## config.mk

```make
export PLATFORM = sky130hd
export DESIGN_NAME = sipo_frame_ctrl_flat
export DESIGN_NICKNAME = d
export VERILOG_FILES = /design/src/rtl/sipo_pkg.sv /design/src/rtl/sipo_frame_ctrl_if.sv /design/src/rtl/sipo_shift8.sv /design/src/rtl/sipo_frame_ctrl.sv /design/src/flat_wrapper.sv
export SDC_FILE = /design/constraint.sdc
export NUM_CORES = 1
export LEC_CHECK = 0
export BUFFER_PORTS_ARGS = -buffer_cell sky130_fd_sc_hd__clkbuf_2
export CAP_MARGIN = 20
export CELL_PAD_IN_SITES_DETAIL_PLACEMENT = 0
export CELL_PAD_IN_SITES_GLOBAL_PLACEMENT = 1
export CORE_MARGIN = 3
export CORE_UTILIZATION = 30
export DETAILED_ROUTE_END_ITERATION = 6
export PLACE_DENSITY_LB_ADDON = 0.1
export SYNTH_ARGS = -nofsm -noshare
export SYNTH_HDL_FRONTEND = slang
export SYNTH_SLANG_ARGS = --single-unit
```

## constraint.sdc

```tcl
create_clock -name clk -period 2.6 [get_ports clk]
set_input_delay 0.26 -clock clk [delete_from_list [all_inputs] [get_ports clk]]
set_output_delay 0.26 -clock clk [all_outputs]
set_load 0.05 [all_outputs]
```

## src/rtl/sipo_pkg.sv

```systemverilog
// Shared types and constants for the serial receive-frame controller.
package sipo_pkg;

  typedef enum logic [1:0] {
    ST_IDLE   = 2'd0,
    ST_DATA   = 2'd1,
    ST_PARITY = 2'd2,
    ST_STOP   = 2'd3
  } sipo_state_e;

  localparam int DATA_W_DEF       = 8;
  localparam bit PARITY_MODE_EVEN = 1'b0;
  localparam bit PARITY_MODE_ODD  = 1'b1;

endpackage

```

## src/rtl/sipo_frame_ctrl_if.sv

```systemverilog
// Byte-side valid/ready handshake between the frame controller and its consumer.
interface sipo_frame_ctrl_if
  import sipo_pkg::*;
#(
  parameter int DATA_W = DATA_W_DEF
);
  logic [DATA_W-1:0] out_data;
  logic              out_valid;
  logic              out_ready;

  modport master (output out_data, output out_valid, input out_ready);
  modport slave  (input out_data, input out_valid, output out_ready);
endinterface

```

## src/rtl/sipo_shift8.sv

```systemverilog
// Serial-in/parallel-out shift register; new bits enter at bit 0, clear wins over shift.
module sipo_shift8
  import sipo_pkg::*;
#(
  parameter int DATA_W = DATA_W_DEF
) (
  input  logic              clk,
  input  logic              reset,
  input  logic              shift_en,
  input  logic              clr,
  input  logic              din,
  output logic [DATA_W-1:0] q
);

  logic [DATA_W-1:0] q_q;
  logic [DATA_W-1:0] q_d;

  always_comb begin
    q_d = q_q;
    if (clr) begin
      q_d = '0;
    end else if (shift_en) begin
      q_d = {q_q[DATA_W-2:0], din};
    end
  end

  always_ff @(posedge clk or posedge reset) begin
    if (reset) begin
      q_q <= '0;
    end else begin
      q_q <= q_d;
    end
  end

  assign q = q_q;

endmodule

```

## src/rtl/sipo_frame_ctrl.sv

```systemverilog
// Receive-frame sequencer: start detect, DATA_W shifts, optional parity, stop check,
// and a one-entry holding register toward the byte consumer.
module sipo_frame_ctrl
  import sipo_pkg::*;
#(
  parameter int DATA_W     = DATA_W_DEF,
  parameter bit PARITY_EN  = 1'b1,
  parameter bit PARITY_ODD = PARITY_MODE_EVEN
) (
  input  logic                     clk,
  input  logic                     reset,
  input  logic                     ser_in,
  input  logic                     bit_stb,
  sipo_frame_ctrl_if.master        out_if,
  output logic                     busy,
  output logic                     parity_err,
  output logic                     frame_err,
  output logic                     overrun
);

  localparam int CNT_W = $clog2(DATA_W + 1);

  sipo_state_e       state_q, state_d;
  logic [CNT_W-1:0]  cnt_q, cnt_d;
  logic              par_ok_q, par_ok_d;
  logic [DATA_W-1:0] data_q, data_d;
  logic              valid_q, valid_d;
  logic              perr_q, perr_d;
  logic              ferr_q, ferr_d;
  logic              ovr_q, ovr_d;

  logic              shift_en;
  logic              sipo_clr;
  logic [DATA_W-1:0] sipo_q;

  sipo_shift8 #(.DATA_W(DATA_W)) u_shift (
    .clk      (clk),
    .reset    (reset),
    .shift_en (shift_en),
    .clr      (sipo_clr),
    .din      (ser_in),
    .q        (sipo_q)
  );

  always_comb begin
    state_d  = state_q;
    cnt_d    = cnt_q;
    par_ok_d = par_ok_q;
    data_d   = data_q;
    valid_d  = valid_q;
    perr_d   = 1'b0;
    ferr_d   = 1'b0;
    ovr_d    = 1'b0;
    shift_en = 1'b0;
    sipo_clr = 1'b0;

    if (valid_q && out_if.out_ready) begin
      valid_d = 1'b0;
    end

    if (bit_stb) begin
      unique case (state_q)
        ST_IDLE: begin
          if (!ser_in) begin
            sipo_clr = 1'b1;
            cnt_d    = '0;
            par_ok_d = 1'b1;
            state_d  = ST_DATA;
          end
        end
        ST_DATA: begin
          shift_en = 1'b1;
          cnt_d    = cnt_q + CNT_W'(1);
          if (cnt_q == CNT_W'(DATA_W - 1)) begin
            state_d = PARITY_EN ? ST_PARITY : ST_STOP;
          end
        end
        ST_PARITY: begin
          par_ok_d = (((^sipo_q) ^ ser_in) == PARITY_ODD);
          state_d  = ST_STOP;
        end
        ST_STOP: begin
          state_d = ST_IDLE;
          // Priority: framing beats parity beats overrun.
          if (!ser_in) begin
            ferr_d = 1'b1;
          end else if (PARITY_EN && !par_ok_q) begin
            perr_d = 1'b1;
          end else if (!valid_q || out_if.out_ready) begin
            data_d  = sipo_q;
            valid_d = 1'b1;
          end else begin
            ovr_d = 1'b1;
          end
        end
        default: state_d = ST_IDLE;
      endcase
    end
  end

  always_ff @(posedge clk or posedge reset) begin
    if (reset) begin
      state_q  <= ST_IDLE;
      cnt_q    <= '0;
      par_ok_q <= 1'b1;
      data_q   <= '0;
      valid_q  <= 1'b0;
      perr_q   <= 1'b0;
      ferr_q   <= 1'b0;
      ovr_q    <= 1'b0;
    end else begin
      state_q  <= state_d;
      cnt_q    <= cnt_d;
      par_ok_q <= par_ok_d;
      data_q   <= data_d;
      valid_q  <= valid_d;
      perr_q   <= perr_d;
      ferr_q   <= ferr_d;
      ovr_q    <= ovr_d;
    end
  end

  assign out_if.out_data  = data_q;
  assign out_if.out_valid = valid_q;
  assign busy             = (state_q != ST_IDLE);
  assign parity_err       = perr_q;
  assign frame_err        = ferr_q;
  assign overrun          = ovr_q;

endmodule

```

## src/flat_wrapper.sv

```systemverilog
// flat-port wrapper written by rule: the top's interface ports become plain ports
module sipo_frame_ctrl_flat import sipo_pkg::*;
#(
  parameter int DATA_W     = DATA_W_DEF,
  parameter bit PARITY_EN  = 1'b1,
  parameter bit PARITY_ODD = PARITY_MODE_EVEN
)
  (clk, reset, ser_in, bit_stb, busy, parity_err, frame_err, overrun, out_if_out_data, out_if_out_valid, out_if_out_ready);
  sipo_frame_ctrl_if #(.DATA_W(DATA_W)) out_if_i ();
  input  logic clk;
  input  logic reset;
  input  logic ser_in;
  input  logic bit_stb;
  output logic busy;
  output logic parity_err;
  output logic frame_err;
  output logic overrun;
  output wire logic [$bits(out_if_i.out_data)-1:0] out_if_out_data;
  output wire logic [$bits(out_if_i.out_valid)-1:0] out_if_out_valid;
  input wire logic [$bits(out_if_i.out_ready)-1:0] out_if_out_ready;
  assign out_if_out_data = out_if_i.out_data;
  assign out_if_out_valid = out_if_i.out_valid;
  assign out_if_i.out_ready = out_if_out_ready;
  sipo_frame_ctrl #(.DATA_W(DATA_W), .PARITY_EN(PARITY_EN), .PARITY_ODD(PARITY_ODD)) u_core (.clk(clk), .reset(reset), .ser_in(ser_in), .bit_stb(bit_stb), .out_if(out_if_i), .busy(busy), .parity_err(parity_err), .frame_err(frame_err), .overrun(overrun));
endmodule
```

==> impl_results.md <==
* Post-DP HPWL at 1.76 mm
* Synth top area share at 0.509
* Util after Layout at 0.362
* Leading area contributor after synthesis: dfrtp_1
* Die W at 71.3 µm
* Max-cap violations at 0
* Crit. End Element: primary output
* Psw at 733 µW
* Syn avg cell area at 10.6 µm²
* Slew HR at 0.659
* Critical path class: flip-flop to primary output
* Tot Pwr at 1.72 mW
* FFs w/ async S/R, synth at 1.00
* Pin count of the biggest net entering global routing at 28
* Final setup vio count at 0
* Register area at 677 µm²
* Fill count at 413
* CP peak stage delay at 410 ps
* Part of the power in the clock network at 0.143
* # diodes at 0
* Die area at 5080 µm²
* Required time worst endpoint at 2340 ps
* Peak supply drop at 0.415 mV
* Area of the multi-input gates at 559 µm²
* Clock skew at 3.70 ps
* Place WS at 895 ps
* Area growth from synthesis to layout at 15.1%
* Crit path DAT at 1480 ps
* Commonest cells post-synth: dfrtp_1, nand2_1, a21oi_1, mux2_2
* CTS sink count at 27
* Nets at 152
* Minimum clock period at 1740 ps
* Crit-path max FO at 5
* Switching Share at 0.427
* Port buffer count at 17
* Global-route wire length before repair at 4.35 mm
* IO Count at 18
* Fin area at 1470 µm²
* Die height at 71.3 µm
* Netlist cell types at 27
* Clk_lat worst skew at 270 ps
* Initial core utilization at 0.315
* Resized Gates After CTS at 0
* Combinational share of power at 0.456
* Max-slew violations at 0
* Via count at 884
* Share of layout cells above drive strength 1 at 0.243
* Most frequent cell after synthesis: dfrtp_1
* Clock buffer depth at 2
* Clock slew seen by the registers of the worst setup and hold paths at 100 ps
* Worst path slowest cell: dfrtp_1
* First-pass DRT Iterations at 4
* H-tree Lvls at 1
* Outcome: finished, final reports clean
* Setup ws final at 858 ps
* Startpoint Class: flip-flop
* Gr usage total at 0.107
* Yosys reg bits at 27
* DRT iter0 DRCs at 51
* CTS Buf Count at 3
* Initial antenna violation count at 0
* Proportion of power drawn by flip-flops and latches at 0.400
* Non-filler cells, final at 190
* Vias per cell at 4.65
* Total gr overflow at 0
* Post-synth EDFFs at 0
* CP dominant cell by count: inv_1
* Hold Buf Count CTS at 0
* PwrDens at 1170 nW/µm²
* Syn nets at 132
* Final number of hold-violating endpoints at 0
* Sequential element share of the synthesized area at 0.530
* Slew @ Worst Pin at 510 ps
* FP Rows at 23
* LEAKAGE at 0.720 nW
* Final period util at 0.670
* CP cell instances: inv_1 > ha_1 > inv_1 > clkbuf_2
* Final ANT Viol Nets at 0
* Dpl cells at 186
* DRC at 0
* Synth top area cells: dfrtp_1, mux2_2, nand2_1
* CTS Root Cell: clkbuf_8
* Number of global-route vias before repair at 937
* Routed WL at 2.38 mm
* Internal at 983 µW
* Synthesized cell area at 1280 µm²
* Avg WL per Cell at 12.5 µm
* Fmax at 0.574 GHz
* Hold slack at 11.8 ps
* Warnings from Yosys at 0
* GPL Wtd Cong at 0.754
* Most used DFF post-synth: dfrtp_1
* RSZ-0062 raised after global routing: false
* TritonCTS clock tree: yes
* Worst Hold Class: primary input to async pin
* Placed Instance Area at 1420 µm²
* Setup bufs post-CTS at 0
* Syn Inst Count at 121
* Total core area at 4060 µm²
* Final TNS setup at 0 ps
layer usage:
layer	GRT usage	wire length, µm	part of all wire	vias up
met3	0.0238	109	0.046	2
met1	0.148	1200	0.50	416
li1	-	-	-	448
met4	0.0313	20	0.0084	0
met2	0.168	1060	0.44	18
met5	0	0	0	-
cells by family (layout without fill, tap and decap cells):
| family | count (synthesis) | count (layout) | synth area share |
|---|---|---|---|
| flip-flops | 27 | 27 | 0.530 |
| adder cells (fa/ha/maj) | 6 | 6 | 0.0588 |
| AO/OA/AOI/OAI | 20 | 20 | 0.0901 |
| XOR/XNOR | 7 | 7 | 0.0588 |
| buffers and inverters | 10 | 29 | 0.0323 |
| multiplexers | 10 | 10 | 0.0872 |
| AND/OR/NAND/NOR | 41 | 41 | 0.143 |
power by group through the flow:
stage,combinational [mW],clock (mW),sequential (mW)
global route,0.868,0.280,0.714
detailed placement,0.791,0,0.698
floorplan,0.484,0,0.835
global placement,0.791,0,0.693
finish,0.783,0.246,0.687
CTS,0.793,0.256,0.689
placed cells by master (no fill, tap or decap), types with 2 or more instances in the layout:
cell	count
ha_1	6
xnor2_1	5
mux2_2	9
o21ai_0	6
nand2_1	21
clkbuf_8	3
nor2_1	5
nand3_1	6
dfrtp_1	26
and2_1	2
nand2b_1	2
inv_1	6
a21oi_1	9
nand4_1	2
buf_4	2
clkbuf_2	17
sequential cells by signal, summed over array words and instances (netlist names):
name and count:
u_core.out_if.out_data 8, u_core.overrun 1, u_core.parity_err 1, u_core.state_q 2
u_core.u_shift.q 8, u_core.frame_err 1, u_core.out_if.out_valid 1, u_core.cnt_q 4
u_core.par_ok_q 1
worst max-delay path: cells and delay by family, from the launching register on:
| family | cells | cell delay, ps |
|---|---|---|
| buffers and inverters | 3 | 530 |
| flip-flops | 1 | 410 |
| adder cells (fa/ha/maj) | 1 | 270 |
final cells by class:
class / instances / area share
Sequential cell: 27 / 0.460
Multi-Input combinational cell: 84 / 0.380
Timing Repair Buffer: 19 / 0.0681
Tap cell: 50 / 0.0426
Clock buffer: 3 / 0.0281
Inverter: 6 / 0.0153
Clock inverter: 1 / 0.00511
final timing paths:
kind,startpoint,endpoint,slack (ps),cells after the start
max,u_core.state_q[0],busy,860,4
min in group clk,ser_in,u_core.frame_err,250,2
min,reset,u_core.out_if.out_data[4],10,3
max reg2reg,u_core.state_q[0],u_core.state_q[1],900,5
min reg2reg,u_core.out_if.out_data[3],u_core.out_if.out_data[3],520,1
max in group asynchronous,reset,u_core.par_ok_q,2290,3
Power figures use the tool's default switching activity.
